<file path="src/rtl/la_capture_ctrl.sv">
// la_capture_ctrl: arm/trigger/post-capture sequencer and read-address translation for a circular sample memory
module la_capture_ctrl #(
    parameter int ADDR_W = 8,
    parameter int TRIG_W = 32
) (
    input  logic              clk,
    input  logic              la_rst,
    input  logic              arm,
    input  logic              abort,
    input  logic              sample_en,
    input  logic [TRIG_W-1:0] probe,
    input  logic [TRIG_W-1:0] trig_value,
    input  logic [TRIG_W-1:0] trig_mask,
    input  logic [ADDR_W-1:0] pre_count,
    input  logic [ADDR_W-1:0] post_count,
    input  logic [ADDR_W-1:0] rd_idx,
    output logic              mem_we,
    output logic [ADDR_W-1:0] mem_waddr,
    output logic [ADDR_W-1:0] mem_raddr,
    output logic [1:0]        state,
    output logic              triggered,
    output logic              done,
    output logic [ADDR_W-1:0] trig_addr,
    output logic [ADDR_W-1:0] start_addr
);
    typedef enum logic [1:0] {IDLE = 2'd0, ARMED = 2'd1, POST = 2'd2, DONE = 2'd3} state_t;
    state_t r_state, w_state_nx;
    logic [ADDR_W-1:0] r_waddr, w_waddr_nx, r_fill_cnt, w_fill_cnt_nx, r_post_rem, w_post_rem_nx;
    logic [ADDR_W-1:0] r_trig_addr, w_trig_addr_nx, r_pre_l, w_pre_l_nx, r_post_l, w_post_l_nx;
    logic [ADDR_W-1:0] w_post_max;
    logic r_triggered, w_triggered_nx, r_done, w_done_nx, w_hit;
    assign w_hit      = sample_en && (((probe ^ trig_value) & trig_mask) == '0);
    assign w_post_max = ~pre_count; // DEPTH-1-pre_count keeps pre + trigger + post within the buffer
    assign mem_we     = sample_en && (r_state == ARMED || r_state == POST);
    assign mem_waddr  = r_waddr;
    assign state      = r_state;
    assign triggered  = r_triggered;
    assign done       = r_done;
    assign trig_addr  = r_trig_addr;
    assign start_addr = r_trig_addr - r_pre_l;
    assign mem_raddr  = start_addr + rd_idx;
    always_comb begin
        w_state_nx     = r_state;
        w_waddr_nx     = mem_we ? r_waddr + 1'b1 : r_waddr;
        w_fill_cnt_nx  = r_fill_cnt;
        w_post_rem_nx  = r_post_rem;
        w_trig_addr_nx = r_trig_addr;
        w_pre_l_nx     = r_pre_l;
        w_post_l_nx    = r_post_l;
        w_triggered_nx = r_triggered;
        w_done_nx      = r_done;
        if (abort) begin
            w_state_nx     = IDLE;
            w_done_nx      = 1'b0;
            w_triggered_nx = 1'b0;
            w_waddr_nx     = '0;
        end else begin
            case (r_state)
                IDLE, DONE: if (arm) begin
                    w_state_nx     = ARMED;
                    w_waddr_nx     = '0;
                    w_fill_cnt_nx  = '0;
                    w_triggered_nx = 1'b0;
                    w_done_nx      = 1'b0;
                    w_pre_l_nx     = pre_count;
                    w_post_l_nx    = (post_count < w_post_max) ? post_count : w_post_max;
                end
                ARMED: if (sample_en) begin
                    w_fill_cnt_nx = (r_fill_cnt == r_pre_l) ? r_fill_cnt : r_fill_cnt + 1'b1;
                    if (w_hit && r_fill_cnt == r_pre_l) begin
                        w_trig_addr_nx = r_waddr;
                        w_triggered_nx = 1'b1;
                        w_post_rem_nx  = r_post_l;
                        w_state_nx     = (r_post_l == '0) ? DONE : POST;
                        w_done_nx      = (r_post_l == '0);
                    end
                end
                POST: if (sample_en) begin
                    w_post_rem_nx = r_post_rem - 1'b1;
                    w_state_nx    = (r_post_rem == ADDR_W'(1)) ? DONE : POST;
                    w_done_nx     = (r_post_rem == ADDR_W'(1));
                end
            endcase
        end
    end
    always_ff @(posedge clk or posedge la_rst) begin
        if (la_rst) begin
            r_state     <= IDLE;
            r_waddr     <= '0;
            r_fill_cnt  <= '0;
            r_post_rem  <= '0;
            r_trig_addr <= '0;
            r_pre_l     <= '0;
            r_post_l    <= '0;
            r_triggered <= 1'b0;
            r_done      <= 1'b0;
        end else begin
            r_state     <= w_state_nx;
            r_waddr     <= w_waddr_nx;
            r_fill_cnt  <= w_fill_cnt_nx;
            r_post_rem  <= w_post_rem_nx;
            r_trig_addr <= w_trig_addr_nx;
            r_pre_l     <= w_pre_l_nx;
            r_post_l    <= w_post_l_nx;
            r_triggered <= w_triggered_nx;
            r_done      <= w_done_nx;
        end
    end
endmodule

</file>
<file path="config.mk">
export PLATFORM = sky130hd
export DESIGN_NAME = la_capture_ctrl
export DESIGN_NICKNAME = d
export VERILOG_FILES = /design/src/rtl/la_capture_ctrl.sv
export SDC_FILE = /design/constraint.sdc
export NUM_CORES = 1
export LEC_CHECK = 0
export ABC_AREA = 0
export ABC_CLOCK_PERIOD_IN_PS = 9600
export BUFFER_PORTS_ARGS = -buffer_cell sky130_fd_sc_hd__buf_2
export CAP_MARGIN = 30
export CORE_ASPECT_RATIO = 1.1
export CORE_UTILIZATION = 53
export CTS_CLUSTER_DIAMETER = 60
export DETAILED_ROUTE_END_ITERATION = 8
export PLACE_DENSITY = 0.87
export SYNTH_ARGS = -nofsm -noshare
export SYNTH_HDL_FRONTEND = slang
export SYNTH_SLANG_ARGS = --single-unit
</file>
<file path="constraint.sdc">
create_clock -name clk -period 9.6 [get_ports clk]
set_input_delay 2.4 -clock clk [delete_from_list [all_inputs] [get_ports clk]]
set_output_delay 2.4 -clock clk [all_outputs]
set_load 0.05 [all_outputs]
</file>
==> results.txt, run 1 <==
# Post-CTS Setup Buffers: 0
setup TNS: 0 ns
worst flop-to-flop path endpoint: r_post_rem[2]$_DFFE_PP0P_
I/O pin count: 162
WL final: 9740 um
Clk pin slew, worst setup/hold paths: 0.09 ns
status: finished clean
reg2reg path depth: 7
Die Span X: 82.9 um
first-pass detailed-route iteration total: 4
cts repair resizes: 0
DR vias/cell: 5.47
Max clock buf depth: 2
Yosys top cell area share: 34.1%
Synth Instances: 408
CP Capture Type: primary output
Worst Hold Class: reg2reg
Critical Path Start: rd_idx[1]
Async S/R FF share, synth: 100%
total chip power: 1.37 mW
Crit Path Category: in2out
initial antenna violation count: 0
Worst Path Arrival: 4.28 ns
CTS tree: built
Lkg Pwr: 2.58 nW
RSZ-0062 raised after global routing: false
largest net degree at the start of global routing: 45
Syn-to-layout area delta: 25.8%
Syn. warnings: 0
Seq/Total Area, Yosys: 34.1%
Max Cap Violations: 0
Final Cycle Share: 69.6%
Final Max Tran Viols: 0
total CTS buffers: 5
Nets: 723
power density cells: 285 nW/um2
cts hold-fix bufs: 0
setup ws final: 2.92 ns
full die area: 7550 um2
input/output buffers: 161
syn_area_per_cell: 9.36 um2
drt drc: 0
DR top layer: met4
Total GRT Usage: 26.7%
area leader, netlist: dfrtp_1
min Tclk post-route: 6.68 ns
H-tree depth: 2
Initial Util: 54.5%
routed len/inst: 14.9 um
# diodes: 0
Synth Net Count: 562
die height: 91.0 um
Distinct cells, synth: 51
Crit path required time: 7.20 ns
met1 wire length: 4110 um
Synth Cell Area: 3820 um2
initial drt markers: 259
DR WL met3: 624 um
final setup violation count: 0
clock root cell: clkbuf_8
Core Area: 7010 um2
top post-synthesis cells by area: dfrtp_1 (34%), xor2_1 (13%), ha_1 (8.8%), mux2i_1 (3.4%), inv_1 (3.2%)
internal reg-to-reg setup slack: 7.23 ns
number of global-route vias before repair: 3652
Final Hold Fails: 0
GPL Wtd Cong: 0.860
worst setup path endpoint: mem_raddr[7]
Placement Rows: 32
Max FO, Critical Path: 2
Clock Latency Late Sink: 0.31 ns
worst rel slew slack: 53.1%
kind of start point of the critical path: input port
Final Skew: 0.00818 ns
Antenna Nets Post-Route: 0
share of cells above drive strength 1: 33.5%
Highest Clock Rate: 150 MHz
Yosys reg bits: 52
DR WL met2: 4820 um
EDFF count, synth: 0
worst-case vdd ir drop: 0.408 mV
Place WS: 2.90 ns
first-pass GRT wire length: 16400 um
CTS Sinks: 52
RR Startpoint: r_fill_cnt[3]$_DFFE_PP0P_
Least-Margin Pin Slew: 0.704 ns
Primary FF master, synth: dfrtp_1
post-DP HPWL: 8060 um
Remaining Overflow, GRT: 0
Vias: 3585
routing by layer:
layer | vias up | global-route usage (%)
li1 | 1749 | -
met4 | 0 | 8.91
met5 | - | 0
met1 | 1668 | 32.4
met2 | 149 | 46.4
met3 | 19 | 6.18
kinds of logic after synthesis:
group                    after synthesis  share of synthesized area [%]
XOR/XNOR                              66                           15.1
AND/OR/NAND/NOR                      112                           14.7
flip-flops                            52                           34.1
buffers and inverters                 43                           5.41
multiplexers                          21                           5.77
AO/OA/AOI/OAI                         85                           15.0
adder cells (fa/ha/maj)               29                           9.90
stage by stage:
step	instance area, um2	hold WS, ns	instances	util (%)
3_3_place_gp	4660	0.488	645	66.4
5_1_grt	4800	0.541	655	68.5
4_1_cts	4800	0.524	654	68.5
3_5_place_dp	4680	0.494	646	66.7
2_1_floorplan	3820	0.460	408	-
6_report	4800	0.519	655	68.5
cells in the final DEF, fill, tap and decap left out, drive strengths merged, types with 2 or more instances in the layout:
| cell | netlist | layout |
|---|---|---|
| o21bai | 2 | 2 |
| mux2i | 13 | 13 |
| nor2b | 3 | 3 |
| o22a | 3 | 3 |
| nand4 | 8 | 8 |
| nor2 | 30 | 30 |
| buf | 2 | 163 |
| o21a | 6 | 6 |
| fa | 2 | 2 |
| or3 | 2 | 2 |
| and3 | 7 | 7 |
| a21oi | 14 | 14 |
| dfrtp | 52 | 52 |
| nor3 | 6 | 6 |
| a2bb2oi | 2 | 2 |
| o22ai | 2 | 2 |
| ha | 27 | 27 |
| clkbuf | 8 | 7 |
| o21ai | 22 | 22 |
| a22oi | 15 | 15 |
| xor2 | 55 | 55 |
| nand2 | 31 | 31 |
| or2 | 3 | 3 |
| nand2b | 3 | 3 |
| a31oi | 3 | 3 |
| nand3 | 9 | 9 |
| inv | 33 | 33 |
| nor4 | 5 | 5 |
| mux2 | 8 | 8 |
| a21o | 2 | 2 |
| xnor2 | 11 | 11 |
| o211ai | 5 | 5 |
report_power, final:
part / total (mW) / internal (mW) / switching (mW) / leakage (nW)
clock: 0.158 / 0.0853 / 0.0730 / 0.0614
sequential: 0.330 / 0.273 / 0.0575 / 0.672
combinational: 0.880 / 0.276 / 0.603 / 1.85
total: 1.37 / 0.634 / 0.734 / 2.58
cell usage after synthesis, types with 7 or more instances:
master and n:
xor2_1 55, dfrtp_1 52, inv_1 33, nand2_1 31, nor2_1 30, ha_1 27
o21ai_0 22, a22oi_1 15, a21oi_1 13, mux2i_1 13, xnor2_1 11, nand3_1 9
mux2_2 8, nand4_1 7
layout make-up:
class                   instances  area [um2]
clock inverters                 2        38.8
multi-input cells             313        2310
inverters                      33         124
repair buffers                164         838
clock buffers                   6        82.6
well taps                      85         106
fillers                       541        2200
flip-flops and latches         52        1300
how the worst min path moves through the flow:
stage / startpoint / cells after the start / end / slack [ns]
after detailed placement: done$_DFFE_PP0P_ / 1 / done$_DFFE_PP0P_ / 0.49
final: r_post_l[2]$_DFFE_PP0P_ / 2 / r_post_l[2]$_DFFE_PP0P_ / 0.52
after global routing: done$_DFFE_PP0P_ / 1 / done$_DFFE_PP0P_ / 0.54
after CTS: r_post_l[2]$_DFFE_PP0P_ / 2 / r_post_l[2]$_DFFE_PP0P_ / 0.52
after global placement: r_post_l[1]$_DFFE_PP0P_ / 2 / r_post_l[1]$_DFFE_PP0P_ / 0.49
after floorplan: r_post_l[1]$_DFFE_PP0P_ / 2 / r_post_l[1]$_DFFE_PP0P_ / 0.46
flip-flops by register name, summed over array words and instances (netlist names):
| register | count |
|---|---|
| trig_addr | 8 |
| r_post_rem | 8 |
| done | 1 |
| r_fill_cnt | 8 |
| triggered | 1 |
| r_post_l | 8 |
| state | 2 |
| mem_waddr | 8 |
| r_pre_l | 8 |
critical path, cell delays in order:
cell	delay, ns
buf_2	0.12
ha_1	0.28
a21o_1	0.18
a21oi_1	0.21
o21ai_0	0.17
o41ai_1	0.33
xnor2_1	0.18
xor2_1	0.14
buf_2	0.27
Note: power is estimated with default switching activity, not from simulation.
==> inputs of run 2 (changes only) <==
ABC_AREA = 1   (was 0)
ABC_CLOCK_PERIOD_IN_PS = 6040   (was 9600)
CORE_UTILIZATION = 45   (was 53)
PLACE_DENSITY = 0.77   (was 0.87)
clock period = 6.04 ns   (was 9.6 ns; I/O delays follow)
==> run 2 against run 1 <==
Compared with the run above:
- clock-buffer cell count stayed put
- die area increased by 30%
- sequential share of layout area down 2.2 points
- utilization decreased by 11 points
- sequential power is 61% higher
- final area rose by 8.9%
- final cell count increased by 34%
- critical path depth grew 1
- flip-flop and latch count stayed put
- area after synthesis up 11%
- critical endpoint is now mem_raddr[6]
==> results.txt, run 2 <==
min Tclk post-route: 4.76 ns
Worst Hold Class: reg2reg
RR Startpoint: state[1]$_DFFE_PP0P_
Die Span X: 94.5 um
CP Capture Type: primary output
Synth Instances: 601
Synth Cell Area: 4240 um2
met3 usage: 3.82%
worst flop-to-flop path endpoint: r_fill_cnt[7]$_DFFE_PP0P_
GR Util met1: 27.0%
internal reg-to-reg setup slack: 3.77 ns
total CTS buffers: 5
Max FO, Critical Path: 2
drt drc: 0
status: finished clean
Post-Synth Adder-Cell Area: 8.92%
most common library cells after synthesis: nand2_1 (173), inv_1 (87), dfrtp_1 (52)
Final Max Tran Viols: 0
Seq/Total Area, Yosys: 30.7%
count leader, synth: nand2_1
Antenna Nets Post-Route: 0
initial drt markers: 161
Hold Crit Depth: 2
multiplexer share of the synthesized area: 1.45%
Hold Path Sink: r_post_rem[4]$_DFFE_PP0P_
Distinct cells, synth: 44
Final Hold Fails: 0
total chip power: 2.30 mW
Yosys top cell area share: 30.7%
Max clock buf depth: 2
Place WS: 1.29 ns
Vias: 4345
RSZ-0062 raised after global routing: false
Lkg Pwr: 2.95 nW
initial antenna violation count: 0
Core Area: 9010 um2
cts hold-fix bufs: 0
Total GRT Usage: 22.0%
CTS tree: built
Syn. warnings: 0
I/O pin count: 162
DR vias/cell: 4.96
most frequent cells in the layout: nand2_1 (173), buf_2 (161), inv_1 (86), dfrtp_1 (52), nand3_1 (46)
Post-Synth Simple-Gate Area: 33.2%
Highest Clock Rate: 210 MHz
largest family of logic cells by synthesized area: simple AND/OR/NAND/NOR gates
H-tree depth: 2
Compound-Gate Fraction of Synth Area: 10.4%
input/output buffers: 161
share of cells above drive strength 1: 26.6%
worst-case vdd ir drop: 0.376 mV
Least-Margin Pin Slew: 0.583 ns
number of global-route vias before repair: 4169
cts repair resizes: 0
largest net degree at the start of global routing: 28
WL final: 10500 um
setup TNS: 0 ns
global routing usage on met2: 37.4%
routed len/inst: 12.0 um
Nets: 916
Clock Latency Late Sink: 0.31 ns
Max Cap Violations: 0
area leader, netlist: dfrtp_1
Placement Rows: 36
setup ws final: 1.28 ns
die height: 104 um
Final Cycle Share: 78.7%
EDFF count, synth: 0
first-pass GRT wire length: 17400 um
cell area after layout: 5230 um2
Remaining Overflow, GRT: 0
Initial Util: 47.0%
final setup violation count: 0
Synth Net Count: 755
Worst Path Arrival: 3.25 ns
commonest non-fill, non-tap cell in the layout: nand2_1
Min Hold Slack: 0.488 ns
worst min-delay path startpoint: r_post_rem[4]$_DFFE_PP0P_
GPL Wtd Cong: 0.920
final core utilization: 58.0%
reg2reg path depth: 8
# Post-CTS Setup Buffers: 0
clock root cell: clkbuf_8
# diodes: 0
worst rel slew slack: 61.1%
placed insts: 869
CTS Sinks: 52
post-DP HPWL: 8840 um
kind of start point of the critical path: input port
power density cells: 440 nW/um2
Yosys reg bits: 52
first-pass detailed-route iteration total: 4
Crit Path Category: in2out
Placed Area: 5150 um2
Primary FF master, synth: dfrtp_1
top post-synthesis cells by area: dfrtp_1 (31%), nand2_1 (15%), ha_1 (8.0%), inv_1 (7.7%), nand3_1 (5.4%)
full die area: 9810 um2
Clk pin slew, worst setup/hold paths: 0.09 ns
Async S/R FF share, synth: 100%
XOR/XNOR Fraction of Synth Area: 5.79%
Syn-to-layout area delta: 23.4%
most used routing layer: met2
fillers: 885
non-filler cells, final: 876
Crit path required time: 4.53 ns
Final Skew: 0.0100 ns
syn_area_per_cell: 7.05 um2
[run 2: cell types whose count changed in the layout (fill, tap and decap cells not counted), moves of 6 or more]
| cell | before | now |
|---|---|---|
| a22oi_1 | 15 | 0 |
| o21ai_1 | 0 | 9 |
| or2_1 | 0 | 7 |
| nand3_1 | 9 | 46 |
| a21oi_1 | 13 | 23 |
| nand2_1 | 31 | 173 |
| mux2i_1 | 13 | 2 |
| inv_1 | 32 | 86 |
| xor2_1 | 55 | 17 |
| o21ai_0 | 22 | 35 |
| o21ai_2 | 0 | 6 |
| mux2_2 | 8 | 1 |
[run 2: logic make-up after synthesis]
family | count (synthesis)
compound gates | 79
flops | 52
buf+inv | 100
xor+xnor | 28
fa+ha+maj | 29
simple gates | 308
mux | 5
[run 2: worst max path at each step]
stage / start / end / slack, ns / depth (start not counted)
CTS: rd_idx[0] / mem_raddr[6] / 1.29 / 10
global route: trig_addr[0]$_DFFE_PP0P_ / mem_raddr[7] / 1.02 / 18
detailed placement: rd_idx[0] / mem_raddr[6] / 1.29 / 10
global placement: rd_idx[0] / mem_raddr[6] / 1.34 / 10
finish: rd_idx[0] / mem_raddr[6] / 1.28 / 10
floorplan: trig_addr[0]$_DFFE_PP0P_ / mem_raddr[7] / 0.82 / 17
[run 2: layer usage]
layer | routed length, um | share of wire (%)
met1 | 4570 | 44
met2 | 4980 | 47
met3 | 612 | 5.8
met4 | 327 | 3.1
met5 | 0 | 0
[run 2: layout make-up]
| type | count | area (um2) | share of cell area, % |
|---|---|---|---|
| Timing Repair Buffer | 162 | 826 | 15.8 |
| Clock buffer | 6 | 72.6 | 1.39 |
| Clock inverter | 1 | 5.00 | 0.0957 |
| Tap cell | 114 | 143 | 2.73 |
| Multi-Input combinational cell | 449 | 2530 | 48.4 |
| Sequential cell | 52 | 1300 | 24.9 |
| Inverter | 92 | 350 | 6.70 |
[run 2: worst max-delay path, cell delays in order]
cell and delay (ns):
buf_2 0.10, ha_1 0.22, fa_1 0.41, nand2_1 0.07, nand2_1 0.05, a21oi_1 0.20, o21ai_0 0.12, a21oi_1 0.17
xnor2_1 0.13, buf_2 0.28
[run 2: report_power, final]
part	total, mW	switching (mW)	internal [mW]	leakage (nW)
sequential	0.530	0.0899	0.440	0.688
combinational	1.58	1.12	0.462	2.22
clock	0.193	0.114	0.0792	0.0410
==> inputs of run 3 (changes only) <==
ABC_CLOCK_PERIOD_IN_PS = 4100   (was 6040)
clock period = 4.1 ns   (was 6.04 ns; I/O delays follow)
==> run 3 against run 2 <==
Compared with the run above:
- highest routed layer unchanged
- critical path depth increased by 7
- sequential power up 48%
- non-clock buffer count is 4 higher
- final cell count up 0.57%
- die area did not move
- clock power rose by 87%
==> results.txt, run 3 (synthesized netlist as in run 2, its figures left out) <==
worst flop-to-flop path endpoint: r_post_l[7]$_DFFE_PP0P_
Slowest-stage cell, CP: dfrtp_2
# diodes: 0
cell mode on critical path: nand2_2
Max FO, Critical Path: 3
Worst Hold Class: reg2reg
share of cells above drive strength 1: 31.2%
worst-case vdd ir drop: 0.491 mV
Final Max Tran Viols: 0
DR vias/cell: 5.06
WL final: 11300 um
CP cell instances: inv_2, ha_4, inv_2, fa_2, nand3_2, nand2_2, nand2_2, nand2_2, a21oi_4, xnor2_4, ha_4, buf_4, a221oi_2, and2_4, nand3_2, nand2_2, buf_8
commonest non-fill, non-tap cell in the layout: nand2_1
Syn-to-layout area delta: 29.4%
Critical Path Start: trig_addr[0]$_DFFE_PP0P_
I/O pin count: 162
worst min-delay path startpoint: r_post_rem[4]$_DFFE_PP0P_
RSZ-0062 raised after global routing: true
fillers: 860
Nets: 920
Hold Path Sink: r_post_rem[4]$_DFFE_PP0P_
RR Startpoint: state[0]$_DFFE_PP0P_
cts hold-fix bufs: 0
Worst Path Arrival: 3.04 ns
total CTS buffers: 5
kind of start point of the critical path: flip-flop
final core utilization: 60.9%
internal reg-to-reg setup slack: 1.77 ns
Crit Path Category: reg2out
initial antenna violation count: 0
drt drc: 0
H-tree depth: 2
Highest Clock Rate: 246 MHz
clock root cell: clkbuf_8
post-DP HPWL: 9330 um
Lkg Pwr: 3.01 nW
routed len/inst: 12.9 um
Max clock buf depth: 2
Vias: 4462
setup TNS: 0 ns
WP buf/inv: 4
Remaining Overflow, GRT: 0
CP Capture Type: primary output
Crit path required time: 3.07 ns
Die Span X: 94.5 um
Final Hold Fails: 0
power density cells: 694 nW/um2
first-pass GRT wire length: 18600 um
Antenna Nets Post-Route: 0
CTS tree: built
Final Cycle Share: 99.2%
Hold Crit Depth: 2
total chip power: 3.81 mW
non-filler cells, final: 881
largest net degree at the start of global routing: 44
Final Skew: 0.0118 ns
Clk pin slew, worst setup/hold paths: 0.10 ns
GPL Wtd Cong: 0.978
final setup violation count: 0
die height: 104 um
cell family with most CP delay: adder cells
Max Cap Violations: 0
initial drt markers: 144
Least-Margin Pin Slew: 0.541 ns
worst rel slew slack: 63.9%
Min Hold Slack: 0.494 ns
min Tclk post-route: 4.07 ns
Core Area: 9010 um2
input/output buffers: 161
full die area: 9810 um2
CTS Sinks: 52
first-pass detailed-route iteration total: 4
Total GRT Usage: 23.5%
Initial Util: 47.0%
status: finished clean
Clock Latency Late Sink: 0.32 ns
most frequent cells in the layout: nand2_1 (167), buf_2 (159), inv_1 (82), dfrtp_1 (51), nand3_1 (44)
Placement Rows: 36
CP max stage delay: 0.43 ns
number of global-route vias before repair: 4414
placed insts: 870
reg2reg path depth: 8
## run 3: changes by cell type in the layout (fill, tap and decap cells not counted), sizes merged
cell      delta
buf          +4
clkinvlp     +1
bufinv       +1
clkbuf       -1
## run 3: timing repair
action,CTS,global route
pin swaps,2,12
gates cloned,0,0
resized for setup,13,18
buffers inserted,0,3
endpoints found under the setup margin,3,3
## run 3: how the worst max path moves through the flow
stage	end	slack, ns	cells after the start
final	mem_raddr[7]	0.03	17
after global routing	mem_raddr[7]	-0.12	15
after CTS	mem_raddr[7]	0.0002	18
after detailed placement	mem_raddr[7]	0.003	18
after global placement	mem_raddr[7]	0.10	18
after floorplan	mem_raddr[7]	-0.16	17
## run 3: worst min-delay path, cell delays in order (launching register included)
cell     delay, ns
dfrtp_1       0.36
nand2_1       0.05
nand2_1       0.05
## run 3: report_power, final
part / internal [mW] / total (mW) / switching (mW)
Combinational: 0.883 / 2.66 / 1.78
Sequential: 0.649 / 0.786 / 0.137
Clock: 0.181 / 0.361 / 0.180
Total: 1.71 / 3.81 / 2.10
## run 3: cell type report
| type | count | area, um2 | share of cell area [%] |
|---|---|---|---|
| clock buffer | 5 | 68.8 | 1.25 |
| clock inverter | 3 | 42.5 | 0.776 |
| inverter | 92 | 350 | 6.39 |
| multi-input combinational | 449 | 2710 | 49.3 |
| sequential | 52 | 1300 | 23.8 |
| tap | 114 | 143 | 2.60 |
| timing repair buffer | 166 | 872 | 15.9 |
## run 3: metrics by stage
step | area, um2 | setup slack, ns
3_5_place_dp | 5230 | 0.00323
2_1_floorplan | 4310 | -0.164
4_1_cts | 5400 | 0.000156
6_report | 5480 | 0.0341
3_3_place_gp | 5210 | 0.104
5_1_grt | 5480 | -0.121
## run 3: layer usage
layer,up-vias,routed length [um],global-route usage (%)
met5,-,0,0
met4,0,265,6.71
met3,28,401,3.38
met2,101,5830,43.0
met1,2088,4830,27.9
li1,2245,-,-
